<file path="src/rtl/sccb_responder.sv">
// SCCB/I2C register target: decodes bus traffic, ACKs each byte, holds a 256x8 shadow
// register file and strobes every committed write.
module sccb_responder #(
  parameter logic [6:0] DEV_ADDR = 7'h21,
  parameter logic [7:0] PID_VAL  = 8'h76,
  parameter logic [7:0] VER_VAL  = 8'h73
) (
  input  logic       clk,
  input  logic       reset,
  input  logic       scl_in,
  input  logic       sda_in,
  output logic       sda_oe,
  output logic       reg_wr_en,
  output logic [7:0] reg_wr_addr,
  output logic [7:0] reg_wr_data,
  output logic       busy
);

  typedef enum logic [3:0] {
    S_IDLE, S_DEV, S_DEV_ACK, S_SUB, S_SUB_ACK,
    S_WR, S_WR_ACK, S_RD, S_RD_ACK, S_WAIT_STOP
  } state_t;

  state_t     state_q, state_d;
  logic [2:0] sclSync_q, sdaSync_q;
  logic [3:0] bitCnt_q, bitCnt_d;
  logic [7:0] shift_q, shift_d;
  logic [7:0] subPtr_q, subPtr_d;
  logic       rw_q, rw_d;
  logic       ackOn_q, ackOn_d;
  logic       rdMore_q, rdMore_d;
  logic       oe_q, oe_d;
  logic       busy_q, busy_d;
  logic       wrEn_q, wrEn_d;
  logic [7:0] wrAddr_q, wrAddr_d;
  logic [7:0] wrData_q, wrData_d;
  logic       regWe;
  logic [7:0] regFile_q [256];

  logic       sclHigh, startEv, stopEv, sclRise, sclFall, sdaBit;
  logic [7:0] shiftIn, rdByte;
  logic       protectedAddr;

  // Bit [1] is the synchronized level, bit [2] the previous sample used for edge detection.
  always_ff @(posedge clk or negedge reset) begin
    if (!reset) begin
      sclSync_q <= 3'b111;
      sdaSync_q <= 3'b111;
    end else begin
      sclSync_q <= {sclSync_q[1:0], scl_in};
      sdaSync_q <= {sdaSync_q[1:0], sda_in};
    end
  end

  assign sclHigh       = sclSync_q[1] & sclSync_q[2];
  assign startEv       = sclHigh & sdaSync_q[2] & ~sdaSync_q[1];
  assign stopEv        = sclHigh & ~sdaSync_q[2] & sdaSync_q[1];
  assign sclRise       = sclSync_q[1] & ~sclSync_q[2];
  assign sclFall       = ~sclSync_q[1] & sclSync_q[2];
  assign sdaBit        = sdaSync_q[1];
  assign shiftIn       = {shift_q[6:0], sdaBit};
  assign rdByte        = regFile_q[subPtr_q];
  assign protectedAddr = (subPtr_q == 8'h0A) || (subPtr_q == 8'h0B) || (subPtr_q == 8'hFF);

  always_ff @(posedge clk or negedge reset) begin
    if (!reset) begin
      state_q  <= S_IDLE;
      bitCnt_q <= 4'd0;
      shift_q  <= 8'h00;
      subPtr_q <= 8'h00;
      rw_q     <= 1'b0;
      ackOn_q  <= 1'b0;
      rdMore_q <= 1'b0;
      oe_q     <= 1'b0;
      busy_q   <= 1'b0;
      wrEn_q   <= 1'b0;
      wrAddr_q <= 8'h00;
      wrData_q <= 8'h00;
    end else begin
      state_q  <= state_d;
      bitCnt_q <= bitCnt_d;
      shift_q  <= shift_d;
      subPtr_q <= subPtr_d;
      rw_q     <= rw_d;
      ackOn_q  <= ackOn_d;
      rdMore_q <= rdMore_d;
      oe_q     <= oe_d;
      busy_q   <= busy_d;
      wrEn_q   <= wrEn_d;
      wrAddr_q <= wrAddr_d;
      wrData_q <= wrData_d;
    end
  end

  // ID registers come up with their fixed values and are never written afterwards.
  always_ff @(posedge clk or negedge reset) begin
    if (!reset) begin
      for (int i = 0; i < 256; i++) begin
        regFile_q[i] <= (i == 10) ? PID_VAL : (i == 11) ? VER_VAL : 8'h00;
      end
    end else if (regWe) begin
      regFile_q[subPtr_q] <= shift_q;
    end
  end

  always_comb begin
    state_d  = state_q;
    bitCnt_d = bitCnt_q;
    shift_d  = shift_q;
    subPtr_d = subPtr_q;
    rw_d     = rw_q;
    ackOn_d  = ackOn_q;
    rdMore_d = rdMore_q;
    oe_d     = oe_q;
    busy_d   = busy_q;
    wrEn_d   = 1'b0;
    wrAddr_d = wrAddr_q;
    wrData_d = wrData_q;
    regWe    = 1'b0;

    if (startEv) begin
      state_d  = S_DEV;
      bitCnt_d = 4'd0;
      oe_d     = 1'b0;
      busy_d   = 1'b1;
      ackOn_d  = 1'b0;
      rdMore_d = 1'b0;
    end else if (stopEv) begin
      state_d = S_IDLE;
      oe_d    = 1'b0;
      busy_d  = 1'b0;
      ackOn_d = 1'b0;
    end else begin
      unique case (state_q)
        S_IDLE: ;
        S_DEV, S_SUB, S_WR: begin
          if (sclRise) begin
            shift_d  = shiftIn;
            bitCnt_d = bitCnt_q + 4'd1;
            if (bitCnt_q == 4'd7) begin
              bitCnt_d = 4'd0;
              if (state_q == S_SUB) begin
                subPtr_d = shiftIn;
                state_d  = S_SUB_ACK;
              end else if (state_q == S_WR) begin
                state_d = S_WR_ACK;
              end else if (shiftIn[7:1] == DEV_ADDR) begin
                rw_d    = shiftIn[0];
                state_d = S_DEV_ACK;
              end else begin
                busy_d  = 1'b0;
                state_d = S_WAIT_STOP;
              end
            end
          end
        end
        // Each ACK slot spans two SCL falling edges: the first opens it, the second closes it.
        S_DEV_ACK, S_SUB_ACK, S_WR_ACK: begin
          if (sclFall) begin
            if (!ackOn_q) begin
              ackOn_d = 1'b1;
              oe_d    = 1'b1;
              if (state_q == S_WR_ACK) begin
                if (!protectedAddr) begin
                  regWe    = 1'b1;
                  wrEn_d   = 1'b1;
                  wrAddr_d = subPtr_q;
                  wrData_d = shift_q;
                end
                subPtr_d = subPtr_q + 8'd1;
              end
            end else begin
              ackOn_d = 1'b0;
              if (state_q == S_DEV_ACK && rw_q) begin
                oe_d     = ~rdByte[7];
                shift_d  = {rdByte[6:0], 1'b0};
                bitCnt_d = 4'd1;
                state_d  = S_RD;
              end else begin
                oe_d     = 1'b0;
                bitCnt_d = 4'd0;
                state_d  = (state_q == S_DEV_ACK) ? S_SUB : S_WR;
              end
            end
          end
        end
        S_RD: begin
          if (sclFall) begin
            if (bitCnt_q != 4'd8) begin
              oe_d     = ~shift_q[7];
              shift_d  = {shift_q[6:0], 1'b0};
              bitCnt_d = bitCnt_q + 4'd1;
            end else begin
              oe_d     = 1'b0;
              bitCnt_d = 4'd0;
              rdMore_d = 1'b0;
              state_d  = S_RD_ACK;
            end
          end
        end
        S_RD_ACK: begin
          if (sclRise) begin
            if (!sdaBit) begin
              subPtr_d = subPtr_q + 8'd1;
              rdMore_d = 1'b1;
            end else begin
              busy_d  = 1'b0;
              state_d = S_WAIT_STOP;
            end
          end else if (sclFall && rdMore_q) begin
            rdMore_d = 1'b0;
            oe_d     = ~rdByte[7];
            shift_d  = {rdByte[6:0], 1'b0};
            bitCnt_d = 4'd1;
            state_d  = S_RD;
          end
        end
        S_WAIT_STOP: oe_d = 1'b0;
        default: state_d = S_IDLE;
      endcase
    end
  end

  assign sda_oe      = oe_q;
  assign reg_wr_en   = wrEn_q;
  assign reg_wr_addr = wrAddr_q;
  assign reg_wr_data = wrData_q;
  assign busy        = busy_q;

endmodule

</file>
<file path="config.mk">
export PLATFORM = sky130hd
export DESIGN_NAME = sccb_responder
export DESIGN_NICKNAME = d
export VERILOG_FILES = /design/src/rtl/sccb_responder.sv
export SDC_FILE = /design/constraint.sdc
export NUM_CORES = 2
export LEC_CHECK = 0
export BUFFER_PORTS_ARGS = -buffer_cell sky130_fd_sc_hd__buf_2
export CORE_MARGIN = 3
export CORE_UTILIZATION = 64
export DETAILED_ROUTE_END_ITERATION = 6
export GPL_TIMING_DRIVEN = 0
export HOLD_SLACK_MARGIN = 0.02
export PLACE_DENSITY = 0.82
export SKIP_LAST_GASP = 1
export SYNTH_ARGS = -nofsm -noshare
export SYNTH_HDL_FRONTEND = slang
export SYNTH_SLANG_ARGS = --single-unit
</file>
<file path="constraint.sdc">
create_clock -name clk -period 4.46 [get_ports clk]
set_clock_uncertainty 0.2 [all_clocks]
set_input_delay 0.223 -clock clk [delete_from_list [all_inputs] [get_ports clk]]
set_output_delay 0.223 -clock clk [all_outputs]
set_load 0.005 [all_outputs]
</file>
# Yosys cells after proc, flatten, opt, wreduce, memory -nomap -nowiden
# Cells that the tools add are included.
[word_totals]
ff_bits = 2100
in_bits = 4
output_inout_bits = 19
word_cells = 469
[op_classes]
addsub = 2
magnitude_cmp = 2
n_eq_ne = 55
n_mux = 93
bitwise = 20
reduce_logical = 27
[ops]
columns = ["op", "n"]
rows = [
  ["$bwmux W2048", 1],
  ["$mux W8", 19],
  ["$mux W4", 24],
  ["$bmux W8 S8", 1],
  ["$demux W8 S8", 1],
  ["$ne A4 B4 Y1 const B", 16],
  ["$mux W1", 38],
  ["$pmux W8 S4", 1],
  ["$ne A2 B2 Y1 const B", 15],
  ["$pmux W8 S3", 1],
  ["$reduce_and A8 Y1", 3],
  ["$reduce_and A11 Y1", 2],
  ["$ne A3 B3 Y1 const B", 7],
  ["$eq A4 B3 Y1 const B", 5],
  ["$pmux W4 S5", 1],
  ["$eq A8 B4 Y1 const B", 2],
  ["$pmux W4 S4", 1],
  ["$not A1 Y1", 12],
  ["$reduce_bool A3 Y1", 4],
  ["$ne A5 B5 Y1 const B", 2],
  ["$ge A9 B9 Y1 const B", 1],
  ["$lt A9 B1 Y1 const B", 1],
  ["$not A8 Y9", 1],
  ["$reduce_and A9 Y1", 1],
  ["24 further kinds", 39],
]

# Longest topological paths before layout
[logic_depth]
depth_word = 11
ltp_mapped = 15

# Worst setup path after synthesis
# No wires, ideal clock.
[synth_path]
kind = "register to register"
start = "register subPtr_q[0]"
end = "register regFile_q[10] in the netlist's numbering"
setup_time_ns = 0.125
arrival_ns = 3.453
required_time_ns = 4.135
slack_ns = 0.682
path_stages_with_launch = 15
n_path_buf = 7
synth_period_minus_slack_ns = 3.778
cell_sequence = "dfrtp_1 buf_6 buf_6 buf_6 inv_2 buf_1 ha_1 buf_2 o211a_1 a311oi_4 buf_6 buf_12 nand3_4 nor2_4 mux2_2"
[synth_between]
elab_chain_cells = 10
word_cells_on_any_way = 19
[synth_lines]
columns = ["item", "line", "source"]
rows = [
  ["from (decl)", "28", "logic [7:0] subPtr_q, subPtr_d;"],
  ["from (signal assigned)", "83", "subPtr_q <= subPtr_d;"],
  ["branches (longest 10 deep; another with $ge A9 B9 Y1)", "n/a", ""],
  ["to (signal, indexed assignment)", "99", "regFile_q[i] <= (i == 10) ? PID_VAL : (i == 11) ? VER_VAL : 8'h00;"],
  ["to (signal, indexed assignment)", "102", "regFile_q[subPtr_q] <= shift_q;"],
  ["to (decl)", "38", "logic [7:0] regFile_q [256];"],
]
# Parallel ways; which one is timed is not known.
# A chain may end at the register's enable or synchronous reset.

# Final worst setup path
[layout_path]
start = "register subPtr_q[1]"
end = "register shift_q[3]"
[layout_between]
elab_chain_cells = 8
word_cells_on_any_way = 10
[layout_lines]
columns = ["item", "line", "source"]
rows = [
  ["$not A8 Y9 (not written as such) *", "62", "assign rdByte = regFile_q[subPtr_q];"],
  ["$bmux W8 S8 *", "62", ""],
  ["$mux W8 (not written as such) * (2 in series)", "62", ""],
  ["$mux W8", "174", "if (state_q == S_DEV_ACK && rw_q) begin"],
  ["$mux W8", "160", "if (!ackOn_q) begin"],
  ["$mux W8", "159", "if (sclFall) begin"],
  ["$pmux W8 S4 *", "134", "unique case (state_q)"],
  ["to (signal assigned)", "82", "shift_q <= shift_d;"],
  ["to (decl)", "27", "logic [7:0] shift_q, shift_d;"],
]
# Every way passes the cells marked *; elsewhere a longest branch is shown, timed or not. The select of a mux whose other input is x is not followed.

==> metrics.md <==
| Metric | Value |
|---|---|
| Synth top area share | 54.2% |
| Area added between synthesis and finish | 13.9% |
| TritonCTS Sinks | 2100 |
| Internal | 32.7 mW |
| Width of the die | 394 um |
| Total GRT Usage | 52.4% |
| Number of CTS-inserted buffers | 205 |
| HPWL after detailed placement | 270000 um |
| Final Wtd Congestion | 1.03 |
| Placed Instances | 8467 |
| Wire length after detailed routing | 406000 um |
| Total Power | 53.6 mW |
| Synth Flop Type | sky130_fd_sc_hd__dfrtp_1 |
| Post-synth EDFFs | 0 |
| Clock share of power | 34.3% |
| Violations in the final reports | design-rule violations, max-capacitance violations, max-slew violations, negative setup slack |
| Violation count after the first detailed-route iteration | 9303 |
| Number of library cell types mapped by synthesis | 79 |
| Dominant cell type by area after synthesis | sky130_fd_sc_hd__dfrtp_1 |
| Number of antenna violations at the first check in global routing | 48 |
| Total Die Area | 0.155 sq mm |
| Period minus WS final | 4.97 ns |
| Clock transition at the registers of the reported paths | 0.06 ns |
| Die outline height | 394 um |
| Share of layout cells above drive strength 1 | 45.5% |
| Average wire per standard cell | 45.1 um |
| Fin nets | 6791 |
| Share of the core filled with cells in the final layout | 73.9% |
| Wire length of the first global-routing pass | 547000 um |
| CORE AREA | 0.149 sq mm |
| First-pass DRT Iterations | 7 |
| Total grt overflow | 0 |
| Arrival time at the worst endpoint | 5.48 ns |
| Placement row count | 141 |
| Count of port buffers added during placement | 22 |
| Combinational cell fraction of total power | 29.8% |
| Worst slew pin tran | 1.66 ns |
| Synthesized area divided by synthesized cell count | 15.0 sq um |
| CTS tree | done |
| Highest clock rate | 201 MHz |
| Cells taking the most area after synthesis | sky130_fd_sc_hd__dfrtp_1 (54%), sky130_fd_sc_hd__mux2_2 (19%), sky130_fd_sc_hd__mux4_2 (13%) |
| Final ANT Viol Nets | 0 |
| Maximum capacitance violations | 12 |
| Crit end category | register |
| Worst setup slack before clock tree synthesis | -1.81 ns |
| Max-slew headroom at the worst pin | -10.5% |
| Endpoint required time on the critical path | 4.97 ns |
| Total negative setup slack | -11.25 ns |
| Pwr Density | 489 mW/mm^2 |
| Final setup violation count | 197 |
| H-tree levels | 4 |
| Synth Warn # | 0 |
| Pin count of the biggest net entering global routing | 181 |
| I/O pin total | 23 |
| Largest voltage drop on the vdd net | 538 uV |
| Worst skew pair latency | 0.89 ns |
| Hold Violations, Final | 0 |
| Slack of the critical path | -0.508 ns |
| Max clock buf depth | 3 |
| Detail-routed via count per cell | 7.46 |
| Run status | complete, but fails checks |
| Cells after synthesis | 6422 |
| Cell chosen for the clock root | sky130_fd_sc_hd__clkbuf_16 |
| Non-filler cells, final | 9003 |
| Element type at the critical path start | register |
| Net switching component of the power | 20.9 mW |
| Mapped cell area | 0.0963 sq mm |
| Sequential cell area fraction in the yosys report | 54.6% |
| Count of state elements after synthesis | 2100 |
| DRC violations left | 1 |
| Mapped Nets | 6432 |
| Effective utilization at floorplan | 64.8% |
| Vias after detailed routing | 67.2k |
| Max-slew violation count | 98 |
| LEAKAGE | 52.4 nW |
| Register share of total power | 35.9% |
| Number of global-route vias before repair | 65.8k |
| Switching power as a share of total power | 39.1% |
| Share of the clock period used by the worst path | 111% |
| Share of synthesized registers carrying an async set or reset | 100% |
| Type of the worst setup path | register to register |
| RSZ-0062 raised after global routing | true |
| Hold Crit Class | register to register |
| CP Max Fanout | 11 |
[layout by cell type (no fill, tap or decap), types with 46 or more instances in the layout]
master,Yosys,routed
sky130_fd_sc_hd__a21oi_1,48,47
sky130_fd_sc_hd__buf_12,1,71
sky130_fd_sc_hd__buf_2,102,61
sky130_fd_sc_hd__buf_4,44,93
sky130_fd_sc_hd__buf_6,31,77
sky130_fd_sc_hd__clkbuf_1,296,310
sky130_fd_sc_hd__clkbuf_16,0,207
sky130_fd_sc_hd__clkbuf_8,0,65
sky130_fd_sc_hd__dfrtp_1,2084,2084
sky130_fd_sc_hd__mux2_1,177,177
sky130_fd_sc_hd__mux2_2,1603,1603
sky130_fd_sc_hd__mux2i_1,109,97
sky130_fd_sc_hd__mux4_2,562,562
sky130_fd_sc_hd__nand2_1,515,386
sky130_fd_sc_hd__nand2_2,16,102
sky130_fd_sc_hd__nor2_1,48,46
sky130_fd_sc_hd__nor2_4,52,75
sky130_fd_sc_hd__o21ai_0,298,297
[Yosys cell counts (6+ instances only)]
cell                        number
sky130_fd_sc_hd__o21ai_0       298
sky130_fd_sc_hd__nor2_2         25
sky130_fd_sc_hd__a221oi_1        9
sky130_fd_sc_hd__nand2_1       515
sky130_fd_sc_hd__buf_6          31
sky130_fd_sc_hd__buf_1          17
sky130_fd_sc_hd__mux4_2        562
sky130_fd_sc_hd__nand2_2        16
sky130_fd_sc_hd__o211ai_1        8
sky130_fd_sc_hd__ha_1            6
sky130_fd_sc_hd__and2_1          6
sky130_fd_sc_hd__o32ai_1        12
sky130_fd_sc_hd__mux2_1        177
sky130_fd_sc_hd__nand3_1        34
sky130_fd_sc_hd__nor3_1         26
sky130_fd_sc_hd__a22oi_1        44
sky130_fd_sc_hd__nor2_4         52
sky130_fd_sc_hd__dfrtp_1      2084
sky130_fd_sc_hd__nand4_1        11
sky130_fd_sc_hd__a21oi_1        48
sky130_fd_sc_hd__buf_4          44
sky130_fd_sc_hd__inv_1          14
sky130_fd_sc_hd__mux2_2       1603
sky130_fd_sc_hd__and3_1         18
sky130_fd_sc_hd__nor2_1         48
sky130_fd_sc_hd__nor2_8          8
sky130_fd_sc_hd__clkbuf_1      296
sky130_fd_sc_hd__dfstp_2        16
sky130_fd_sc_hd__mux2i_1       109
sky130_fd_sc_hd__a211oi_1        6
sky130_fd_sc_hd__nor2b_1        22
sky130_fd_sc_hd__nand3_4        12
sky130_fd_sc_hd__nor4_1         10
sky130_fd_sc_hd__nand2b_1        7
sky130_fd_sc_hd__o22ai_1        20
sky130_fd_sc_hd__a31oi_1        17
sky130_fd_sc_hd__buf_2         102
sky130_fd_sc_hd__o31ai_1         9
sky130_fd_sc_hd__a2111oi_0       7
[state kept, by name, summed over array words and instances (netlist names)]
name         cells
regFile_q     2048
reg_wr_addr      8
reg_wr_data      8
shift_q          8
subPtr_q         8
bitCnt_q         4
state_q          4
sclSync_q        3
sdaSync_q        3
ackOn_q          1
busy             1
rdMore_q         1
reg_wr_en        1
rw_q             1
sda_oe           1
[path summary, 6_finish.rpt]
check	from	end	slack [ns]	depth (start not counted)
worst min register to register	sdaSync_q[0]	sdaSync_q[1]	0.16	0
worst max-delay path	subPtr_q[1]	shift_q[3]	-0.51	12
worst max register to register	subPtr_q[1]	shift_q[3]	-0.51	12
max in group asynchronous	reset	regFile_q[1171]	0.38	8
worst min-delay path	sdaSync_q[0]	sdaSync_q[1]	0.16	0
min in group asynchronous	reset	regFile_q[1952]	0.30	3
[per-layer routing]
metal	vias to the layer above	track usage (%)	share of wire (%)
met5	-	0.554	0.17
met1	35300	64.6	34
met4	34	41.9	10
met3	1705	26.1	15
li1	24600	-	-
met2	5462	69.5	40
[critical path: stages, from the launching register on]
cell	delay [ns]
sky130_fd_sc_hd__dfrtp_1	0.55
sky130_fd_sc_hd__buf_4	0.27
sky130_fd_sc_hd__buf_4	0.31
sky130_fd_sc_hd__buf_4	0.38
sky130_fd_sc_hd__buf_6	0.44
sky130_fd_sc_hd__buf_6	0.45
sky130_fd_sc_hd__mux4_2	0.37
sky130_fd_sc_hd__mux2i_1	0.39
sky130_fd_sc_hd__o22ai_1	0.19
sky130_fd_sc_hd__nor4_1	0.34
sky130_fd_sc_hd__nand4_1	0.29
sky130_fd_sc_hd__nor2_2	0.43
sky130_fd_sc_hd__o31ai_1	0.15
[metrics by stage]
stage	cell area (sq um)	hold WS, ns
2_1_floorplan	96300	-0.273
3_3_place_gp	98900	0.132
3_5_place_dp	99500	-0.0394
4_1_cts	108000	0.166
5_1_grt	110000	0.167
6_report	110000	0.163
[power groups by stage]
stage / registers, mW / logic (mW) / clock network, mW
floorplan: 19.5 / 6.08 / 0
finish: 19.3 / 16.0 / 18.4
CTS: 19.3 / 14.8 / 18.2
detailed placement: 19.6 / 14.6 / 0
global route: 19.3 / 15.5 / 19.0
global placement: 19.6 / 14.3 / 0
[what timing repair did]
item	CTS	global route
gates resized for setup	301	95
gates cloned	0	1
setup buffers	54	49
hold endpoints to repair	327	0
hold buffers	7	0
setup endpoints to repair	2054	2150
pin swaps	36	29
[cell families (layout without fill, tap and decap cells)]
logic type               after synthesis  in the layout  share of synthesized area (%)
AO/OA/AOI/OAI                        519            519                           3.20
XOR/XNOR                               2              2                         0.0182
adder cells (fa/ha/maj)                6              6                         0.0780
buffers and inverters                508           1044                           2.54
flip-flops                          2100           2100                           54.6
multiplexers                        2451           2451                           35.1
other                                  0             43                              0
AND/OR/NAND/NOR                      836            836                           4.48
[cell type report]
type                            count  area (sq um)
Tap cell                         2002          2500
Antenna cell                       43           108
Buffer                            489          2900
Multi-Input combinational cell   3814         42100
Clock inverter                     72           923
Inverter                           17          66.3
Fill cell                        9029         38800
Clock buffer                      312          6200
Sequential cell                  2100         52600
Timing Repair Buffer              154          2310
Power figures use the tool's default switching activity.
